==> src/rtl/u712_ram_arbiter_if.sv <==
// Chip RAM arbitration bus: requests and sequencer done in, grants and status out.
interface u712_ram_arbiter_if;
    logic       DMA_REQ;
    logic       CPU_REQ;
    logic       CYCLE_DONE;
    logic       DMA_GNT;
    logic       CPU_GNT;
    logic       REF_GNT;
    logic       BUSY;
    logic [2:0] REF_PEND;
    logic       REF_OVERRUN;
    logic       TIMEOUT_ERR;

    modport master (
        output DMA_REQ, CPU_REQ, CYCLE_DONE,
        input  DMA_GNT, CPU_GNT, REF_GNT, BUSY, REF_PEND, REF_OVERRUN, TIMEOUT_ERR
    );

    modport slave (
        input  DMA_REQ, CPU_REQ, CYCLE_DONE,
        output DMA_GNT, CPU_GNT, REF_GNT, BUSY, REF_PEND, REF_OVERRUN, TIMEOUT_ERR
    );
endinterface

==> src/rtl/u712_ram_arbiter.sv <==
// Chip RAM arbiter for Agnus DMA, the 68040 and DRAM refresh, with precharge
// recovery, refresh backlog tracking and a grant watchdog.
module u712_ram_arbiter #(
    parameter int REF_INTERVAL   = 312,
    parameter int REF_URGENT     = 4,
    parameter int RECOVER_CYCLES = 2,
    parameter int TIMEOUT        = 64
) (
    input logic               CLK40,
    input logic               RESET,
    u712_ram_arbiter_if.slave bus
);
    localparam int RC_W  = $clog2(REF_INTERVAL);
    localparam int WD_W  = $clog2(TIMEOUT + 1);
    localparam int REC_W = $clog2(RECOVER_CYCLES + 1);

    typedef enum logic [2:0] {
        ST_IDLE,
        ST_DMA,
        ST_CPU,
        ST_REF,
        ST_RECOVER
    } state_t;

    state_t             state_q, state_d;
    logic [REC_W-1:0]   rec_cnt_q, rec_cnt_d;
    logic [WD_W-1:0]    wdog_q, wdog_d;
    logic [RC_W-1:0]    ref_cnt_q, ref_cnt_d;
    logic [2:0]         ref_pend_q, ref_pend_d;
    logic               ref_overrun_q, ref_overrun_d;
    logic               timeout_err_q, timeout_err_d;
    logic               dma_gnt_q, dma_gnt_d;
    logic               cpu_gnt_q, cpu_gnt_d;
    logic               ref_gnt_q, ref_gnt_d;
    logic               busy_q, busy_d;
    logic               ref_take;
    logic               tick;

    always_comb begin
        state_d       = state_q;
        rec_cnt_d     = rec_cnt_q;
        wdog_d        = wdog_q;
        timeout_err_d = timeout_err_q;
        ref_take      = 1'b0;
        case (state_q)
            ST_IDLE: begin
                if (int'(ref_pend_q) >= REF_URGENT)
                    state_d = ST_REF;
                else if (bus.DMA_REQ)
                    state_d = ST_DMA;
                else if (ref_pend_q != 3'd0)
                    state_d = ST_REF;
                else if (bus.CPU_REQ)
                    state_d = ST_CPU;
                wdog_d   = '0;
                ref_take = (state_d == ST_REF);
            end
            ST_DMA, ST_CPU, ST_REF: begin
                wdog_d = wdog_q + WD_W'(1);
                // A watchdog abort of a refresh still counts: the backlog was already taken on entry.
                if (bus.CYCLE_DONE) begin
                    state_d   = ST_RECOVER;
                    rec_cnt_d = '0;
                end else if (wdog_q == WD_W'(TIMEOUT - 1)) begin
                    state_d       = ST_RECOVER;
                    rec_cnt_d     = '0;
                    timeout_err_d = 1'b1;
                end
            end
            ST_RECOVER: begin
                if (rec_cnt_q == REC_W'(RECOVER_CYCLES - 1))
                    state_d = ST_IDLE;
                else
                    rec_cnt_d = rec_cnt_q + REC_W'(1);
            end
            default: state_d = ST_IDLE;
        endcase
    end

    always_comb begin
        tick          = (ref_cnt_q == RC_W'(REF_INTERVAL - 1));
        ref_cnt_d     = tick ? '0 : ref_cnt_q + RC_W'(1);
        ref_pend_d    = ref_pend_q;
        ref_overrun_d = ref_overrun_q;
        // A tick and a refresh start in the same cycle cancel out.
        if (tick && !ref_take) begin
            if (ref_pend_q == 3'd7)
                ref_overrun_d = 1'b1;
            else
                ref_pend_d = ref_pend_q + 3'd1;
        end else if (!tick && ref_take) begin
            ref_pend_d = ref_pend_q - 3'd1;
        end
        dma_gnt_d = (state_d == ST_DMA);
        cpu_gnt_d = (state_d == ST_CPU);
        ref_gnt_d = (state_d == ST_REF);
        busy_d    = (state_d != ST_IDLE);
    end

    always_ff @(posedge CLK40) begin
        if (RESET) begin
            state_q       <= ST_IDLE;
            rec_cnt_q     <= '0;
            wdog_q        <= '0;
            ref_cnt_q     <= '0;
            ref_pend_q    <= 3'd0;
            ref_overrun_q <= 1'b0;
            timeout_err_q <= 1'b0;
            dma_gnt_q     <= 1'b0;
            cpu_gnt_q     <= 1'b0;
            ref_gnt_q     <= 1'b0;
            busy_q        <= 1'b0;
        end else begin
            state_q       <= state_d;
            rec_cnt_q     <= rec_cnt_d;
            wdog_q        <= wdog_d;
            ref_cnt_q     <= ref_cnt_d;
            ref_pend_q    <= ref_pend_d;
            ref_overrun_q <= ref_overrun_d;
            timeout_err_q <= timeout_err_d;
            dma_gnt_q     <= dma_gnt_d;
            cpu_gnt_q     <= cpu_gnt_d;
            ref_gnt_q     <= ref_gnt_d;
            busy_q        <= busy_d;
        end
    end

    assign bus.DMA_GNT     = dma_gnt_q;
    assign bus.CPU_GNT     = cpu_gnt_q;
    assign bus.REF_GNT     = ref_gnt_q;
    assign bus.BUSY        = busy_q;
    assign bus.REF_PEND    = ref_pend_q;
    assign bus.REF_OVERRUN = ref_overrun_q;
    assign bus.TIMEOUT_ERR = timeout_err_q;
endmodule

==> src/flat_wrapper.sv <==
// flat-port wrapper written by rule: the top's interface ports become plain ports
module u712_ram_arbiter_flat 
#(
    parameter int REF_INTERVAL   = 312,
    parameter int REF_URGENT     = 4,
    parameter int RECOVER_CYCLES = 2,
    parameter int TIMEOUT        = 64
)
  (CLK40, RESET, bus_DMA_REQ, bus_CPU_REQ, bus_CYCLE_DONE, bus_DMA_GNT, bus_CPU_GNT, bus_REF_GNT, bus_BUSY, bus_REF_PEND, bus_REF_OVERRUN, bus_TIMEOUT_ERR);
  u712_ram_arbiter_if bus_i ();
  input logic CLK40;
  input logic RESET;
  input wire logic [$bits(bus_i.DMA_REQ)-1:0] bus_DMA_REQ;
  input wire logic [$bits(bus_i.CPU_REQ)-1:0] bus_CPU_REQ;
  input wire logic [$bits(bus_i.CYCLE_DONE)-1:0] bus_CYCLE_DONE;
  output wire logic [$bits(bus_i.DMA_GNT)-1:0] bus_DMA_GNT;
  output wire logic [$bits(bus_i.CPU_GNT)-1:0] bus_CPU_GNT;
  output wire logic [$bits(bus_i.REF_GNT)-1:0] bus_REF_GNT;
  output wire logic [$bits(bus_i.BUSY)-1:0] bus_BUSY;
  output wire logic [$bits(bus_i.REF_PEND)-1:0] bus_REF_PEND;
  output wire logic [$bits(bus_i.REF_OVERRUN)-1:0] bus_REF_OVERRUN;
  output wire logic [$bits(bus_i.TIMEOUT_ERR)-1:0] bus_TIMEOUT_ERR;
  assign bus_i.DMA_REQ = bus_DMA_REQ;
  assign bus_i.CPU_REQ = bus_CPU_REQ;
  assign bus_i.CYCLE_DONE = bus_CYCLE_DONE;
  assign bus_DMA_GNT = bus_i.DMA_GNT;
  assign bus_CPU_GNT = bus_i.CPU_GNT;
  assign bus_REF_GNT = bus_i.REF_GNT;
  assign bus_BUSY = bus_i.BUSY;
  assign bus_REF_PEND = bus_i.REF_PEND;
  assign bus_REF_OVERRUN = bus_i.REF_OVERRUN;
  assign bus_TIMEOUT_ERR = bus_i.TIMEOUT_ERR;
  u712_ram_arbiter #(.REF_INTERVAL(REF_INTERVAL), .REF_URGENT(REF_URGENT), .RECOVER_CYCLES(RECOVER_CYCLES), .TIMEOUT(TIMEOUT)) u_core (.CLK40(CLK40), .RESET(RESET), .bus(bus_i));
endmodule
==> config.mk <==
export PLATFORM = sky130hd
export DESIGN_NAME = u712_ram_arbiter_flat
export DESIGN_NICKNAME = d
export VERILOG_FILES = /design/src/rtl/u712_ram_arbiter_if.sv /design/src/rtl/u712_ram_arbiter.sv /design/src/flat_wrapper.sv
export SDC_FILE = /design/constraint.sdc
export NUM_CORES = 1
export LEC_CHECK = 0
export ABC_AREA = 0
export BUFFER_PORTS_ARGS = -buffer_cell sky130_fd_sc_hd__buf_4
export CAP_MARGIN = 10
export CORE_ASPECT_RATIO = 1.2
export CORE_MARGIN = 8
export CORE_UTILIZATION = 61
export CTS_BUF_LIST = sky130_fd_sc_hd__clkbuf_16
export DETAILED_ROUTE_END_ITERATION = 6
export PLACE_DENSITY = 0.82
export SYNTH_ARGS = -nofsm -noshare
export SYNTH_HDL_FRONTEND = slang
export SYNTH_SLANG_ARGS = --single-unit
export TNS_END_PERCENT = 1
==> constraint.sdc <==
create_clock -name CLK40 -period 3.4 [get_ports CLK40]
set_input_delay 0.17 -clock CLK40 [delete_from_list [all_inputs] [get_ports CLK40]]
set_output_delay 0.17 -clock CLK40 [all_outputs]
set_load 0.1 [all_outputs]
# --- Yosys cells after proc, flatten, opt, wreduce, memory -nomap -nowiden ---
# Index checks and enable logic that the tools add are counted.
totals:
  rom_bits: 0
  inputBits: 5
  latchBits: 0
  ramBits: 0
  out_inout_bits: 9
  n_memories: 0
  word_cells: 67
  ff_bits: 30
classes:
  addsub: 5
  n_reduce_logical: 16
  order_cmp: 1
  div: 0
  shift: 0
  mux: 18
  bitwise_logic: 1
  eq_ne: 15
  multipliers: 0
op_table:
  columns: ["operator", "count"]
  rows:
  - ["3-bit two-way mux", 11]
  - ["3-bit by 2-bit == test with 1-bit output, second input constant", 5]
  - ["7-bit case mux with 2 select lines", 1]
  - ["9-bit by 1-bit adder with 9-bit output, second input constant", 1]
  - ["9-bit == test, second input constant", 1]
  - ["3-bit case mux with 3 select lines", 1]
  - ["7-bit by 1-bit adder with 7-bit output, second input constant", 1]
  - ["7-bit by 6-bit == test with 1-bit output, second input constant", 1]
  - ["3-bit by 1-bit == test with 1-bit output, second input constant", 2]
  - ["3-bit == test, second input constant", 2]
  - ["2-bit two-way mux", 3]
  - ["3-bit AND reduction", 2]
  - ["2-bit nonzero test", 3]
  - ["3-bit nonzero test", 2]
  - ["2-bit != test, second input constant", 2]
  - ["2-bit case mux with 2 select lines", 1]
  - ["2-bit AND reduction", 2]
  - ["3-bit by 1-bit adder with 3-bit output, second input constant", 1]
  - ["3-bit >= comparator, second input constant", 1]
  - ["3-bit logical NOT", 1]
  - ["3-bit by 2-bit != test with 1-bit output, second input constant", 1]
  - ["3-bit OR reduction", 1]
  - ["3-bit by 1-bit subtractor with 3-bit output, second input constant", 1]
  - ["2-bit by 1-bit adder with 2-bit output, second input constant", 1]
  - ["other kinds (6)", 8]

# --- Logic depth before layout (Yosys ltp) ---
depth:
  word_depth: 11
  mapped_depth: 8
  depth_no_buf: 8

# --- Worst setup path before layout ---
# OpenSTA, ideal clock, no wires.
synth_path:
  kind: "register to register"
  from: "reg u_core.ref_pend_q[1], in the netlist u_core.bus.REF_PEND[1]"
  to: "reg u_core.ref_pend_q[2], in the netlist u_core.bus.REF_PEND[2]"
  stages_incl_launch_ff: 8
  t_required_ns: 3.279
  path_slack_ns: 0.944
  t_arrival_ns: 2.336
  synth_period_minus_slack_ns: 2.456
  n_path_buf: 0
  setup_time_ns: 0.121
  cell_sequence: "dfxtp_1 o21ba_2 o21ai_2 nand2_1 fa_1 and4_1 mux2i_1 mux2_2"
synth_between:
  elab_chain_cells: 11
  word_cells_on_any_way: 20
  cone_classes: "2 x add/sub; 1 x order compare; 3 x eq/ne; 8 x mux; 6 x reduce/logical"
synth_lines:
  columns: ["element", "line_no", "rtl"]
  rows:
  - ["from (decl)", "u712_ram_arbiter.sv:29", "logic [2:0] ref_pend_q, ref_pend_d;"]
  - ["from (signal assigned)", "u712_ram_arbiter.sv:118", "ref_pend_q <= ref_pend_d;"]
  - ["3-bit nonzero test", "u712_ram_arbiter.sv:51", "else if (ref_pend_q != 3'd0)"]
  - ["3-bit two-way mux", "u712_ram_arbiter.sv:51", null]
  - ["3-bit two-way mux", "u712_ram_arbiter.sv:49", "else if (bus.DMA_REQ)"]
  - ["3-bit two-way mux", "u712_ram_arbiter.sv:47", "if (int'(ref_pend_q) >= REF_URGENT)"]
  - ["3-bit two-way mux", "u712_ram_arbiter.sv:45", "case (state_q)"]
  - ["3-bit by 2-bit == test with 1-bit output", "u712_ram_arbiter.sv:56", "ref_take = (state_d == ST_REF);"]
  - ["1-bit two-way mux", "u712_ram_arbiter.sv:45", null]
  - ["1-bit logical NOT", "u712_ram_arbiter.sv:86", "if (tick && !ref_take) begin"]
  - ["1-bit logical AND", "u712_ram_arbiter.sv:86", null]
  - ["2-bit != test (no source line) / 2-bit nonzero test (equally long branches)", null, null]
  - ["2-bit AND reduction (no source line)", null, null]
# Several ways; a longest one is shown, not always the timed one. The select of a mux whose other input is x is not followed.
# A chain may end at the register's enable or synchronous reset.

# --- Worst setup path after layout ---
layout_path:
  from: "reg u_core.ref_cnt_q[0]"
  to: "reg u_core.ref_pend_q[2], in the netlist u_core.bus.REF_PEND[2]"
layout_between:
  elab_chain_cells: 5
  word_cells_on_any_way: 8
  cone_classes: "2 x eq/ne; 1 x mux; 5 x reduce/logical"
layout_lines:
  columns: ["element", "line_no", "rtl"]
  rows:
  - ["from (decl)", "u712_ram_arbiter.sv:28", "logic [RC_W-1:0] ref_cnt_q, ref_cnt_d;"]
  - ["from (signal assigned)", "u712_ram_arbiter.sv:117", "ref_cnt_q <= ref_cnt_d;"]
  - ["9-bit == test *", "u712_ram_arbiter.sv:81", "tick = (ref_cnt_q == RC_W'(REF_INTERVAL - 1));"]
  - ["1-bit logical NOT", "u712_ram_arbiter.sv:91", "end else if (!tick && ref_take) begin"]
  - ["1-bit logical AND", "u712_ram_arbiter.sv:91", null]
  - ["2-bit nonzero test (no source line)", null, null]
  - ["2-bit AND reduction (no source line)", null, null]
# Every way passes the cells marked *; elsewhere a longest branch is shown, timed or not.

==> impl_metrics.py <==
metrics = {
    "critical_path": {
        "rr_startpoint": "u_core.ref_cnt_q[0]$_SDFF_PP0_",
        "r2r_setup_slack_ns": 1.15,
        "r2r_end": "u_core.bus.REF_PEND[2]$_SDFFE_PP0P_",
        "critical_path_class": "reg -> reg",
        "cp-start-kind": "flip-flop",
        "ff2ff_path_depth": 8,
        "end_kind": "flip-flop",
        "crit_end": "u_core.bus.REF_PEND[2]$_SDFFE_PP0P_",
        "cp.arrival_ns": 2.41,
        "cp_max_fo": 4,
        "critical_path_required_ns": 3.56,
        "critPathLaunch": "u_core.ref_cnt_q[0]$_SDFF_PP0_",
    },
    "synthesis": {
        "syn_avg_cell_area_um2": 9.61,
        "synth_fa_ha_area_share_pct": 4.16,
        "ys_warn_count": 0,
        "muxShareOfSynthArea_pct": 4.43,
        "synthDistinctLibCells": 45,
        "ys_ff_latch": 30,
        "syn_inst": 144,
        "synth_top_family_by_area": "simple AND/OR/NAND/NOR gates",
        "synth_top_area_share_pct": 43.4,
        "yosysTopAreaCell": "dfxtp_1",
        "synthTopCellsByArea": "dfxtp_1, nor2_1, xor2_1",
        "synth_edf_count": 0,
        "synth_compound_area_share_pct": 9.58,
        "ys_seq_area_share_pct": 43.4,
        "syn_nets": 153,
        "async_flop_share_pct": 0,
        "synthSimpleGateAreaFrac_pct": 28.8,
        "synth_area_um2": 1380,
        "synthFlopType": "dfxtp_1",
        "synth-xor-area-share_pct": 7.59,
    },
    "global_routing": {
        "grt_pass1_wl_um": 4790,
        "grt_pass1_vias": 1136,
        "antenna_found_initial": 0,
        "gr-total-overflow": 0,
        "grt_usage_pct": 15.9,
        "grt_max_degree": 22,
    },
    "sta": {
        "timing.final.crit_share_pct": 66.1,
        "tightest_slew_ns": 0.425,
        "post-route-min-period_ns": 2.25,
        "slew_headroom_pct": 71.3,
        "max_freq_ghz": 0.445,
        "skew_ns": 0.00355,
        "rsz0062_at_grt": "false",
        "setup_viol": 0,
        "hold_viol": 0,
        "hold-worst-slack_ns": 0.215,
        "tns_ns": 0,
        "drv_slew": 0,
    },
    "cells_and_area": {
        "multi_input_area_um2": 756,
        "drive_gt1_share_pct": 20.6,
        "mostFrequentLayoutCell": "dfxtp_1",
        "final_nets": 168,
        "final_cell_mix": "dfxtp_1, nor2_1, buf_4",
        "diodes": 0,
        "final_util_pct": 76.4,
        "area_delta_synth_final_pct": 22.1,
        "ff_latch_area_um2": 601,
        "fillers": 152,
    },
    "route": {
        "num_vias": 1075,
        "drc_errors": 0,
        "drt-initial-drc-count": 24,
        "wire_per_inst_um": 14.2,
        "wl_um": 2720,
        "post_drt_via_cell_ratio": 5.63,
        "first_pass_iters": 4,
        "drtAntennaViolNets": 0,
    },
    "place": {
        "dp_hpwl_um": 1850,
        "gp_congestion": 0.759,
        "portBuffers": 13,
    },
    "floorplan": {
        "fp.coreArea_um2": 2210,
        "rows": 19,
        "ios": 14,
        "dieHeight_um": 68.2,
        "dieArea_um2": 4060,
        "die_w_um": 59.5,
        "floorplan.initialDensity_pct": 62.6,
    },
    "clock_network": {
        "insertion_delay_ns": 0.28,
        "clkSinkCount": 30,
        "cts.repair.resized": 0,
        "holdBufCountCts": 0,
        "postCtsSetupRepairBufs": 0,
        "cts.reportedPaths.clkPinSlew_ns": 0.05,
        "ctsLongestPathBuffers": 2,
        "htreeDepth": 2,
        "cts_tree": "built",
        "cts_root_buf": "clkbuf_16",
        "cts_made_buffers": 5,
    },
    "power": {
        "irDropWorstVdd_uv": 734,
        "power.internal_w": 0.000950,
        "power_leakage_nw": 0.676,
        "p_switching_w": 0.000498,
        "combPwrFrac_pct": 29.1,
        "p_per_area_nw_per_um2": 858,
        "clkPwrFrac_pct": 39.2,
        "power_frac_seq_pct": 31.7,
        "switching_share_pct": 34.4,
    },
    "worst_hold_path": {
        "min_path_type": "in -> reg",
    },
    "flow_run": {
        "drv_cap": 0,
    },
    "status": {
        "status": "finished clean",
    },
}
==> how the worst min path moves through the flow <==
| stage | startpoint | endpoint | slack, ns | cells after the start |
|---|---|---|---|---|
| 6_report | RESET | u_core.bus.BUSY$_SDFF_PP0_ | 0.21 | 2 |
| 4_1_cts | RESET | u_core.ref_cnt_q[2]$_SDFF_PP0_ | 0.21 | 2 |
| 3_5_place_dp | u_core.ref_cnt_q[0]$_SDFF_PP0_ | u_core.ref_cnt_q[0]$_SDFF_PP0_ | 0.44 | 1 |
| 5_1_grt | RESET | u_core.ref_cnt_q[2]$_SDFF_PP0_ | 0.22 | 2 |
| 3_3_place_gp | u_core.ref_cnt_q[0]$_SDFF_PP0_ | u_core.ref_cnt_q[0]$_SDFF_PP0_ | 0.43 | 1 |
| 2_1_floorplan | u_core.ref_cnt_q[0]$_SDFF_PP0_ | u_core.ref_cnt_q[0]$_SDFF_PP0_ | 0.42 | 1 |
==> stage by stage <==
step	setup WS (ns)	power [W]	instances	area, um^2
after detailed placement	1.18	0.000886	183	1500
final	1.15	0.00145	191	1690
after global routing	1.01	0.00151	191	1690
after floorplan	0.944	0.000805	144	1380
after global placement	1.26	0.000874	183	1500
after CTS	1.14	0.00146	191	1690
==> final cells by class <==
cell class	count	area share (%)
clock buffer	5	7.41
clock inverter	3	3.78
inverter	2	0.444
multi-input combinational	107	44.7
sequential	30	35.6
tap	31	2.30
timing repair buffer	13	5.78
==> synthesized netlist by cell type (all sizes together) (2+ instances only) <==
library cell,count
dfxtp,30
nor2,24
nand3,8
xor2,7
a21oi,5
xnor2,5
clkbuf,4
nor3,4
a31oi,3
and3,3
and4b,3
ha,3
mux2,3
nand2,3
nand2b,3
nor2b,3
or2,3
a32oi,2
and4bb,2
inv,2
mux2i,2
nand4b,2
nor3b,2
o211ai,2
o21ai,2
o21ba,2
==> power by group through the flow <==
stage	sequential (W)	combinational [W]	clock, W
after floorplan	0.000613	0.000192	0
after global placement	0.000461	0.000413	0
after CTS	0.000459	0.000425	0.000575
after detailed placement	0.000465	0.000421	0
after global routing	0.000465	0.000453	0.000596
final	0.000459	0.000422	0.000568
==> registers in the layout (all words and copies together), names as in the netlist <==
register                cells
u_core.bus.TIMEOUT_ERR      1
u_core.bus.REF_OVERRUN      1
u_core.rec_cnt_q            2
u_core.ref_cnt_q            9
u_core.bus.DMA_GNT          1
u_core.bus.CPU_GNT          1
u_core.bus.BUSY             1
u_core.wdog_q               7
u_core.bus.REF_GNT          1
u_core.state_q              3
u_core.bus.REF_PEND         3
==> kinds of logic after synthesis <==
group | after synthesis
XOR/XNOR | 12
buffers and inverters | 7
flip-flops | 30
adder cells (fa/ha/maj) | 4
AND/OR/NAND/NOR | 68
multiplexers | 5
AO/OA/AOI/OAI | 18
==> worst max-delay path, stage by stage, from the launching register on <==
cell	delay, ns
dfxtp_1	0.34
ha_1	0.23
and4b_4	0.28
and2_4	0.16
nand2_1	0.07
fa_1	0.39
and4_1	0.16
mux2i_1	0.16
mux2_2	0.34
==> routing by layer <==
layer | part of all wire [%] | wire length, um | vias to the layer above | global-route usage (%)
li1 | - | - | 534 | -
met5 | 0 | 0 | - | 0
met2 | 54 | 1460 | 22 | 29.2
met4 | 2.1 | 57 | 0 | 8.38
met3 | 4.6 | 124 | 6 | 6.95
met1 | 40 | 1080 | 513 | 14.4
Note: power is estimated with default switching activity, not from simulation.
